**src/rtl/rd_serial_tx_if.sv**
```systemverilog
// rd_serial_tx_if: trace buffer read port between rd_serial_tx and block RAM.
// RD_DATA is valid one cycle after RD_EN.
interface rd_serial_tx_if #(
  parameter int ADDR_WIDTH = 13
);
  logic [ADDR_WIDTH-1:0] RD_ADDR;
  logic                  RD_EN;
  logic [31:0]           RD_DATA;

  modport master (
    output RD_ADDR,
    output RD_EN,
    input  RD_DATA
  );

  modport slave (
    input  RD_ADDR,
    input  RD_EN,
    output RD_DATA
  );
endinterface

```
**src/rtl/rd_serial_tx.sv**
```systemverilog
// rd_serial_tx: two-lane serial transmitter streaming one trace buffer per trigger.
// Define RD_SERIAL_TX_CHECKSUM_EN to append an XOR checksum word to each transfer.
module rd_serial_tx #(
  parameter int WORDS_PER_BUF = 2048,
  parameter int ADDR_WIDTH    = 13,
  parameter int HALF_PERIOD   = 1
) (
  input  logic       CLK_IN,
  input  logic       RESETN_IN,
  input  logic       TRIG_IN,
  input  logic [1:0] BUF_NUM,
  rd_serial_tx_if.master mem,
  output logic       SERIAL_CLK_OUT,
  output logic       SERIAL_DATA0_OUT,
  output logic       SERIAL_DATA1_OUT,
  output logic       ENABLE_XFR_OUT,
  output logic       BUSY,
  output logic       DONE,
  output logic       OVERRUN,
  input  logic       CLR_OVERRUN
);

  localparam int IW  = $clog2(WORDS_PER_BUF);
  localparam int CW  = $clog2(HALF_PERIOD + 1);
`ifdef RD_SERIAL_TX_CHECKSUM_EN
  localparam int NW  = WORDS_PER_BUF + 1;
`else
  localparam int NW  = WORDS_PER_BUF;
`endif
  localparam int WCW = $clog2(NW + 1);

  localparam logic [CW-1:0]  HMAX   = CW'(HALF_PERIOD - 1);
  localparam logic [WCW-1:0] LAST_W = WCW'(NW - 1);
  localparam logic [WCW-1:0] LAST_D = WCW'(WORDS_PER_BUF - 1);
  localparam logic [WCW-1:0] PRE_W  = WCW'(WORDS_PER_BUF - 2);

  typedef enum logic [2:0] {
    S_IDLE,
    S_FETCH,
    S_LOAD,
    S_SHIFT,
    S_FIN
  } state_t;

  state_t          state;
  logic            trig_q;
  logic [1:0]      buf_q;
  logic [IW-1:0]   idx;
  logic [CW-1:0]   hcnt;
  logic [3:0]      bitc;
  logic [WCW-1:0]  wcnt;
  logic [15:0]     sh0;
  logic [15:0]     sh1;
  logic [31:0]     hold;
  logic            rd_v;
  logic [31:0]     nxt;
  logic            trig_rise;
`ifdef RD_SERIAL_TX_CHECKSUM_EN
  logic [31:0]     acc;
`endif

  assign trig_rise        = TRIG_IN & ~trig_q;
  assign SERIAL_DATA0_OUT = sh0[15];
  assign SERIAL_DATA1_OUT = sh1[15];

  always_comb begin
    nxt = hold;
`ifdef RD_SERIAL_TX_CHECKSUM_EN
    if (wcnt == LAST_D) nxt = acc;
`endif
  end

  always_ff @(posedge CLK_IN or negedge RESETN_IN) begin
    if (!RESETN_IN) begin
      state          <= S_IDLE;
      trig_q         <= 1'b0;
      buf_q          <= '0;
      idx            <= '0;
      hcnt           <= '0;
      bitc           <= '0;
      wcnt           <= '0;
      sh0            <= '0;
      sh1            <= '0;
      hold           <= '0;
      rd_v           <= 1'b0;
      mem.RD_EN      <= 1'b0;
      mem.RD_ADDR    <= '0;
      SERIAL_CLK_OUT <= 1'b0;
      ENABLE_XFR_OUT <= 1'b0;
      BUSY           <= 1'b0;
      DONE           <= 1'b0;
      OVERRUN        <= 1'b0;
`ifdef RD_SERIAL_TX_CHECKSUM_EN
      acc            <= '0;
`endif
    end else begin
      trig_q    <= TRIG_IN;
      mem.RD_EN <= 1'b0;
      DONE      <= 1'b0;
      rd_v      <= mem.RD_EN;
      if (rd_v && state == S_SHIFT) hold <= mem.RD_DATA;
      if (trig_rise && BUSY) OVERRUN <= 1'b1;
      else if (CLR_OVERRUN)  OVERRUN <= 1'b0;
      unique case (state)
        S_IDLE: if (trig_rise) begin
          buf_q       <= BUF_NUM;
          idx         <= '0;
          mem.RD_ADDR <= ADDR_WIDTH'({BUF_NUM, {IW{1'b0}}});
          mem.RD_EN   <= 1'b1;
          BUSY        <= 1'b1;
          state       <= S_FETCH;
`ifdef RD_SERIAL_TX_CHECKSUM_EN
          acc         <= '0;
`endif
        end
        S_FETCH: state <= S_LOAD;
        S_LOAD: begin
          sh0            <= mem.RD_DATA[31:16];
          sh1            <= mem.RD_DATA[15:0];
          ENABLE_XFR_OUT <= 1'b1;
          SERIAL_CLK_OUT <= 1'b0;
          hcnt           <= '0;
          bitc           <= '0;
          wcnt           <= '0;
          idx            <= idx + IW'(1);
          mem.RD_ADDR    <= ADDR_WIDTH'({buf_q, idx + IW'(1)});
          mem.RD_EN      <= 1'b1;
          state          <= S_SHIFT;
`ifdef RD_SERIAL_TX_CHECKSUM_EN
          acc            <= acc ^ mem.RD_DATA;
`endif
        end
        S_SHIFT: if (hcnt == HMAX) begin
          hcnt           <= '0;
          SERIAL_CLK_OUT <= ~SERIAL_CLK_OUT;
          // falling edge: launch the next bit, or the next word after bit 0
          if (SERIAL_CLK_OUT) begin
            if (bitc == 4'd15 && wcnt == LAST_W) begin
              ENABLE_XFR_OUT <= 1'b0;
              sh0            <= '0;
              sh1            <= '0;
              DONE           <= 1'b1;
              state          <= S_FIN;
            end else if (bitc == 4'd15) begin
              sh0  <= nxt[31:16];
              sh1  <= nxt[15:0];
              bitc <= '0;
              wcnt <= wcnt + WCW'(1);
`ifdef RD_SERIAL_TX_CHECKSUM_EN
              if (wcnt < LAST_D) acc <= acc ^ nxt;
`endif
              if (wcnt < PRE_W) begin
                idx         <= idx + IW'(1);
                mem.RD_ADDR <= ADDR_WIDTH'({buf_q, idx + IW'(1)});
                mem.RD_EN   <= 1'b1;
              end
            end else begin
              sh0  <= {sh0[14:0], 1'b0};
              sh1  <= {sh1[14:0], 1'b0};
              bitc <= bitc + 4'd1;
            end
          end
        end else begin
          hcnt <= hcnt + CW'(1);
        end
        S_FIN: begin
          BUSY  <= 1'b0;
          state <= S_IDLE;
        end
        default: state <= S_IDLE;
      endcase
    end
  end

endmodule

```
**src/flat_wrapper.sv**
```systemverilog
// flat-port wrapper written by rule: the top's interface ports become plain ports
module rd_serial_tx_flat 
#(
  parameter int WORDS_PER_BUF = 2048,
  parameter int ADDR_WIDTH    = 13,
  parameter int HALF_PERIOD   = 1
)
  (CLK_IN, RESETN_IN, TRIG_IN, BUF_NUM, SERIAL_CLK_OUT, SERIAL_DATA0_OUT, SERIAL_DATA1_OUT, ENABLE_XFR_OUT, BUSY, DONE, OVERRUN, CLR_OVERRUN, mem_RD_ADDR, mem_RD_EN, mem_RD_DATA);
  rd_serial_tx_if #(.ADDR_WIDTH(ADDR_WIDTH)) mem_i ();
  input  logic CLK_IN;
  input  logic RESETN_IN;
  input  logic TRIG_IN;
  input  logic [1:0] BUF_NUM;
  output logic SERIAL_CLK_OUT;
  output logic SERIAL_DATA0_OUT;
  output logic SERIAL_DATA1_OUT;
  output logic ENABLE_XFR_OUT;
  output logic BUSY;
  output logic DONE;
  output logic OVERRUN;
  input  logic CLR_OVERRUN;
  output wire logic [$bits(mem_i.RD_ADDR)-1:0] mem_RD_ADDR;
  output wire logic [$bits(mem_i.RD_EN)-1:0] mem_RD_EN;
  input wire logic [$bits(mem_i.RD_DATA)-1:0] mem_RD_DATA;
  assign mem_RD_ADDR = mem_i.RD_ADDR;
  assign mem_RD_EN = mem_i.RD_EN;
  assign mem_i.RD_DATA = mem_RD_DATA;
  rd_serial_tx #(.WORDS_PER_BUF(WORDS_PER_BUF), .ADDR_WIDTH(ADDR_WIDTH), .HALF_PERIOD(HALF_PERIOD)) u_core (.CLK_IN(CLK_IN), .RESETN_IN(RESETN_IN), .TRIG_IN(TRIG_IN), .BUF_NUM(BUF_NUM), .mem(mem_i), .SERIAL_CLK_OUT(SERIAL_CLK_OUT), .SERIAL_DATA0_OUT(SERIAL_DATA0_OUT), .SERIAL_DATA1_OUT(SERIAL_DATA1_OUT), .ENABLE_XFR_OUT(ENABLE_XFR_OUT), .BUSY(BUSY), .DONE(DONE), .OVERRUN(OVERRUN), .CLR_OVERRUN(CLR_OVERRUN));
endmodule
```
**config.mk**
```make
export PLATFORM = sky130hd
export DESIGN_NAME = rd_serial_tx_flat
export DESIGN_NICKNAME = d
export VERILOG_FILES = /design/src/rtl/rd_serial_tx_if.sv /design/src/rtl/rd_serial_tx.sv /design/src/flat_wrapper.sv
export SDC_FILE = /design/constraint.sdc
export NUM_CORES = 1
export LEC_CHECK = 0
export ABC_CLOCK_PERIOD_IN_PS = 1900
export CAP_MARGIN = 10
export CORE_ASPECT_RATIO = 0.7
export CORE_MARGIN = 2
export CORE_UTILIZATION = 40
export DETAILED_ROUTE_END_ITERATION = 8
export PLACE_DENSITY = 0.74
export SYNTH_ARGS = -nofsm -noshare
export SYNTH_HDL_FRONTEND = slang
export SYNTH_SLANG_ARGS = --single-unit
```
**constraint.sdc**
```tcl
create_clock -name CLK_IN -period 1.9 [get_ports CLK_IN]
set_input_delay 0.38 -clock CLK_IN [delete_from_list [all_inputs] [get_ports CLK_IN]]
set_output_delay 0.38 -clock CLK_IN [all_outputs]
set_load 0.05 [all_outputs]
```
==> results of run 1 <==
[synth_stat cells (6+ instances only)]
cell	count
a21oi_1	45
mux2_2	65
clkbuf_1	10
a211o_1	6
dfrtp_1	106
buf_2	9
a31oi_1	6
and3_1	9
nand2_1	30
buf_1	10
nor3_1	10
nand3_1	9
nor2_1	51
o21ai_0	11
a22oi_1	31
[through the flow]
stage               hold WS, ns  TNS [ns]
floorplan                0.0844         0
global placement          0.294         0
detailed placement        0.297    -0.218
CTS                       0.422         0
global route              0.429  -0.00309
finish                    0.421         0
[power by group through the flow]
stage	sequential [mW]	combinational, mW	clock, mW
2_1_floorplan	3.73	1.47	0
3_3_place_gp	3.46	2.39	0
3_5_place_dp	3.52	2.48	0
4_1_cts	3.48	2.48	2.05
5_1_grt	3.62	2.93	2.13
6_report	3.52	2.68	2.01
[worst paths after layout]
path	start	to	slack [ns]	depth (start not counted)
min in group asynchronous	RESETN_IN	u_core.state[2]	0.46	2
max reg2reg	u_core.bitc[1]	u_core.sh0[12]	0.07	9
max in group asynchronous	RESETN_IN	u_core.sh0[8]	0.80	3
min reg2reg	u_core.mem.RD_EN	u_core.rd_v	0.42	0
min	u_core.mem.RD_EN	u_core.rd_v	0.42	0
max	u_core.DONE	DONE	0.03	1
[area by class of cell]
cell class	instances	area share
sequential	106	0.396
multi-input combinational	332	0.369
timing repair buffer	109	0.154
clock buffer	12	0.0368
tap	162	0.0303
clock inverter	4	0.0110
inverter	4	0.00224
[state kept, by name, indices dropped and copies added (netlist names)]
register and flops:
u_core.sh1 16, u_core.trig_q 1, u_core.mem.RD_EN 1, u_core.hold 32, u_core.sh0 16, u_core.state 3, u_core.idx 10, u_core.DONE 1
u_core.mem.RD_ADDR 3, u_core.wcnt 12, u_core.OVERRUN 1, u_core.SERIAL_CLK_OUT 1, u_core.BUSY 1, u_core.bitc 4, u_core.buf_q 2, u_core.ENABLE_XFR_OUT 1
u_core.rd_v 1
[metal layers]
layer / wire (microns) / share of wire / vias up
met2: 5770 / 0.47 / 78
met1: 5800 / 0.48 / 2001
li1: - / - / 1907
met4: 145 / 0.012 / 0
met3: 478 / 0.039 / 14
met5: 0 / 0 / -
[cell families after synthesis]
family | share of synthesized area
and+or+nand+nor | 0.137
AOI/OAI and AO/OA | 0.155
DFF | 0.524
muxes | 0.147
buffers and inverters | 0.0267
adders and majority gates | 0.00742
xor gates and xnor gates | 0.00346
[repair_timing]
| action | CTS | global route |
|---|---|---|
| gates resized for setup | 6 | 45 |
| gates cloned | 0 | 3 |
| hold buffers | 1 | 0 |
| pin swaps | 0 | 10 |
| hold endpoints to repair | 20 | 0 |
| setup endpoints to repair | 17 | 54 |
| setup buffers | 0 | 4 |
==> flow_metrics.tcl, run 1 <==
set metrics [dict create \
    status "complete, no violations" \
    grt_pass1_wl_mm 19.7 \
    stdcell_count 729 \
    synth_cells 471 \
    via_count 4000 \
    path_clk_slew_ns 0.06 \
    row_count 34 \
    hold_viol 0 \
    io_pins 59 \
    fin_skew_ns 0.00805 \
    crit_path_start_kind "flop" \
    cts_buffers 9 \
    clock-sinks 106 \
    regArea_sq_um 2660 \
    synth_area_per_cell_sq_um 10.7 \
    min_period_ns 1.87 \
    clk_latency_ns 0.35 \
    die_h_microns 98.1 \
    critical_path_required_ns 1.52 \
    wire_per_inst_microns 16.7 \
    diodes 0 \
    place_congestion 0.816 \
    clkPwrFrac 0.244 \
    syn-num-nets 512 \
    vias_per_cell 5.49 \
    post_dp_cell_area_sq_um 6070 \
    drv_cap 0 \
    use_met1 0.246 \
    multi_input_area_sq_um 2470 \
    rsz0062_at_grt "true" \
    dp_hpwl_mm 7.84 \
    fin_nets 603 \
    routed_wl_mm 12.2 \
    ant_nets 0 \
    slowest_stage "clkdlybuf4s50_1" \
    syn_area_sq_um 5060 \
    drtIter0Drc 323 \
    first_pass_iters 5 \
    setup_viol 0 \
    p_sw_mw 2.60 \
    power_density_nw_per_um2 1220 \
    start_util 0.409 \
    numPlacedInstances 705 \
    p_int_mw 5.60 \
    grt_overflow 0 \
    cp.arrival_ns 1.49 \
    use_met3 0.0402 \
    mostFrequentLayoutCell "dfrtp_1" \
    worstSetupPathType "reg -> out" \
    ys.flop_type "dfrtp_1" \
    grt_pass1_vias 4051 \
    cp_top_family "buffers and inverters" \
    totalPowerFinal_mw 8.20 \
    cts_max_path_buffers 2 \
    post-place-ws_ns -0.0461 \
    yosys_warnings 0 \
    p_comb_frac 0.327 \
    yosys-top-cells-area "dfrtp_1, mux2_2, a22oi_1" \
    cts_tree "done" \
    layout-drive-gt1-share 0.346 \
    numPortBuffers 58 \
    die_w_microns 138 \
    p_leak_nw 2.94 \
    yosysSeqAreaShare 0.524 \
    drc 0 \
    grt_use_met2 0.280 \
    cp_max_fo 1 \
    grt_use_total 0.177 \
    swShare 0.317 \
    synthToLayoutAreaGrowth_pct 32.4 \
    cts-root-buf "clkbuf_16" \
    netlist.area_leader.share 0.524 \
    antenna_found_initial 0 \
    slew_headroom 0.661 \
    async_flop_share 1.00 \
    core_area_sq_um 12400 \
    fillers 1036 \
    grt_max_degree 65 \
    yosysTopAreaCell "dfrtp_1" \
    cpPeakStageDelay_ns 0.81 \
    ys_ff_latch 106 \
    p_seq_frac 0.429 \
    cp.buffers_inverters 1 \
    synth_edf_count 0 \
    worstMarginPinSlew_ns 0.507 \
    hold_class "reg -> reg" \
    slew_violations 0 \
    grt-busiest-layer "met2" \
    htree_levels 3 \
    die_area_sq_um 13600 \
    finish.utilization 0.541 \
    final_cell_mix "dfrtp_1, mux2_2, buf_4, nor2_1, a21oi_1" \
    worst_slack_ns 0.0275 \
    ir_drop_mv 0.680 \
    yosysUniqueCellTypes 45 \
    period_share 0.986 \
    final_cell_area_sq_um 6700 \
    max_freq_mhz 534 \
    path_cells "clkdlybuf4s50_1" \
    cp-end-kind "output port" \
]
No activity file was read; power rests on OpenSTA's default activity.
==> run 2: changes to the inputs <==
--- a/config.mk
+++ b/config.mk
@@ -9,9 +9,9 @@
 export CAP_MARGIN = 10
 export CORE_ASPECT_RATIO = 0.7
 export CORE_MARGIN = 2
-export CORE_UTILIZATION = 40
+export CORE_UTILIZATION = 50
 export DETAILED_ROUTE_END_ITERATION = 8
-export PLACE_DENSITY = 0.74
+export PLACE_DENSITY = 0.86
 export SYNTH_ARGS = -nofsm -noshare
 export SYNTH_HDL_FRONTEND = slang
 export SYNTH_SLANG_ARGS = --single-unit
==> run 2 against run 1 <==
Effect of this change:
- the run now ends with negative setup slack left
- first-iteration DRC count grew 14%
- critical path depth grew 8
- setup slack lost 0.11 ns
- cell area shrank 0.84%
- sequential share of layout area grew 0.35 points
- worst hold slack lost 0.031 ns
- critical endpoint is now u_core.sh1[1]
- die area shrank 19%
==> flow_metrics.tcl, run 2 (synthesis gave the netlist of run 1 again) <==
set metrics [dict create \
    drtIter0Drc 369 \
    totalPowerFinal_mw 8.53 \
    highest_layer "met4" \
    largestRegisters "u_core.hold x32, u_core.sh0 x16, u_core.sh1 x16" \
    antenna_found_initial 0 \
    final_cell_mix "dfrtp_1, mux2_2, nor2_1, a21oi_1, buf_4" \
    slowest_stage "dfrtp_1" \
    numPlacedInstances 659 \
    routed_wl_mm 13.8 \
    path_cells "ha_4 > buf_6 > nand4_1 > nor4_2 > buf_4 > nor2_4 > buf_12 > a22oi_1 > a21oi_1" \
    slew_headroom 0.608 \
    diodes 0 \
    power_density_nw_per_um2 1280 \
    hold_class "reg -> reg" \
    ir_drop_mv 0.582 \
    die_area_sq_um 10900 \
    m1WireLength_mm 5.73 \
    min_period_ns 1.98 \
    htree_levels 3 \
    grt_max_degree 65 \
    numPortBuffers 58 \
    grt_pass1_vias 4017 \
    period_share 1.04 \
    via_count 4266 \
    clock-sinks 106 \
    place_congestion 0.872 \
    max_freq_mhz 505 \
    layout-drive-gt1-share 0.333 \
    first_pass_iters 5 \
    drc 0 \
    met3_wirelength_microns 827 \
    core_area_sq_um 9760 \
    cts_tree "done" \
    top_register "u_core.hold" \
    fin_skew_ns 0.0113 \
    rsz0062_at_grt "true" \
    wire_per_inst_microns 20.1 \
    cts-root-buf "clkbuf_16" \
    critical_path_required_ns 2.12 \
    cpPeakStageDelay_ns 0.41 \
    die_w_microns 124 \
    worst_slack_ns -0.0816 \
    totalNegativeSetupSlack_ns -0.776 \
    p_leak_nw 2.91 \
    grt_overflow 0 \
    cp.arrival_ns 2.20 \
    routed-wl-met2_mm 6.87 \
    grt_pass1_wl_mm 19.9 \
    finish.utilization 0.680 \
    hold_viol 0 \
    stdcell_count 684 \
    cp_max_fo 8 \
    setup_viol 27 \
    die_h_microns 88.1 \
    cp-end-kind "flop" \
    slew_violations 0 \
    start_util 0.518 \
    synthToLayoutAreaGrowth_pct 31.3 \
    worstSetupPathType "reg -> reg" \
    path_clk_slew_ns 0.08 \
    drv_cap 0 \
    cts_max_path_buffers 2 \
    clk_latency_ns 0.35 \
    violations "negative setup slack" \
    vias_per_cell 6.24 \
    ant_nets 0 \
    grt_use_total 0.227 \
    io_pins 59 \
    cts_buffers 9 \
    fillers 665 \
    status "finished, violations left" \
    row_count 30 \
    dp_hpwl_mm 7.64 \
    largest_reg_flops 32 \
    fin_nets 592 \
    crit_path_start_kind "flop" \
    worstMarginPinSlew_ns 0.584 \
    mostFrequentLayoutCell "dfrtp_1" \
]
[run 2: cell count changes in the layout (fill, tap and decap cells not counted), moves of 2 or more]
cell / delta
a21oi_1: +4
a21oi_2: -4
buf_4: -12
clkbuf_1: -2
o21ai_2: -2
[run 2: layer usage]
metal / vias up / GRT usage
met4: 0 / 0.0735
met1: 2134 / 0.297
met5: - / 0
met2: 220 / 0.382
li1: 1879 / -
met3: 33 / 0.0513
[run 2: layout make-up]
| cell class | count | area, sq um | share of cell area |
|---|---|---|---|
| flip-flops and latches | 106 | 2660 | 0.400 |
| multi-input cells | 332 | 2490 | 0.376 |
| repair buffers | 98 | 965 | 0.145 |
| clock buffers | 10 | 239 | 0.0360 |
| well taps | 128 | 160 | 0.0241 |
| clock inverters | 6 | 111 | 0.0168 |
| inverters | 4 | 15.0 | 0.00226 |
[run 2: per-stage QoR]
| step | cell area (sq um) | hold slack [ns] | setup slack (ns) |
|---|---|---|---|
| 2_1_floorplan | 5060 | 0.0844 | 0.0189 |
| 5_1_grt | 6640 | 0.396 | -0.187 |
| 3_5_place_dp | 5950 | 0.369 | -0.0744 |
| 6_report | 6640 | 0.390 | -0.0816 |
| 4_1_cts | 6340 | 0.391 | 0.00333 |
| 3_3_place_gp | 5950 | 0.365 | -0.0400 |
[run 2: critical path, delay by kind of cell (launching register included)]
family | cells | cell delay [ns]
compound gates | 2 | 0.29
flops | 1 | 0.41
buf+inv | 3 | 0.44
simple gates | 3 | 0.55
fa+ha+maj | 1 | 0.17
[run 2: power by group]
group	leakage (nW)	internal, mW	switching (mW)	total (mW)
logic	1.50	1.36	1.40	2.76
registers	1.24	3.03	0.540	3.57
clock network	0.169	1.33	0.874	2.20
[run 2: worst paths after layout]
path	start	depth (start not counted)	to	slack [ns]
worst max-delay path	u_core.bitc[1]	9	u_core.sh1[1]	-0.08
worst min-delay path	u_core.mem.RD_EN	0	u_core.rd_v	0.39
worst max register to register	u_core.bitc[1]	9	u_core.sh1[1]	-0.08
worst min register to register	u_core.mem.RD_EN	0	u_core.rd_v	0.39
max in group asynchronous	RESETN_IN	3	u_core.sh0[2]	0.78
min in group asynchronous	RESETN_IN	2	u_core.buf_q[0]	0.53
[run 2: repair_timing]
action	4_1_cts	5_1_grt
endpoints found under the hold margin	33	0
buffers inserted	0	5
gates resized for setup	9	44
gates cloned	0	3
pin swaps	0	21
setup endpoints to repair	32	48
hold buffers	1	0
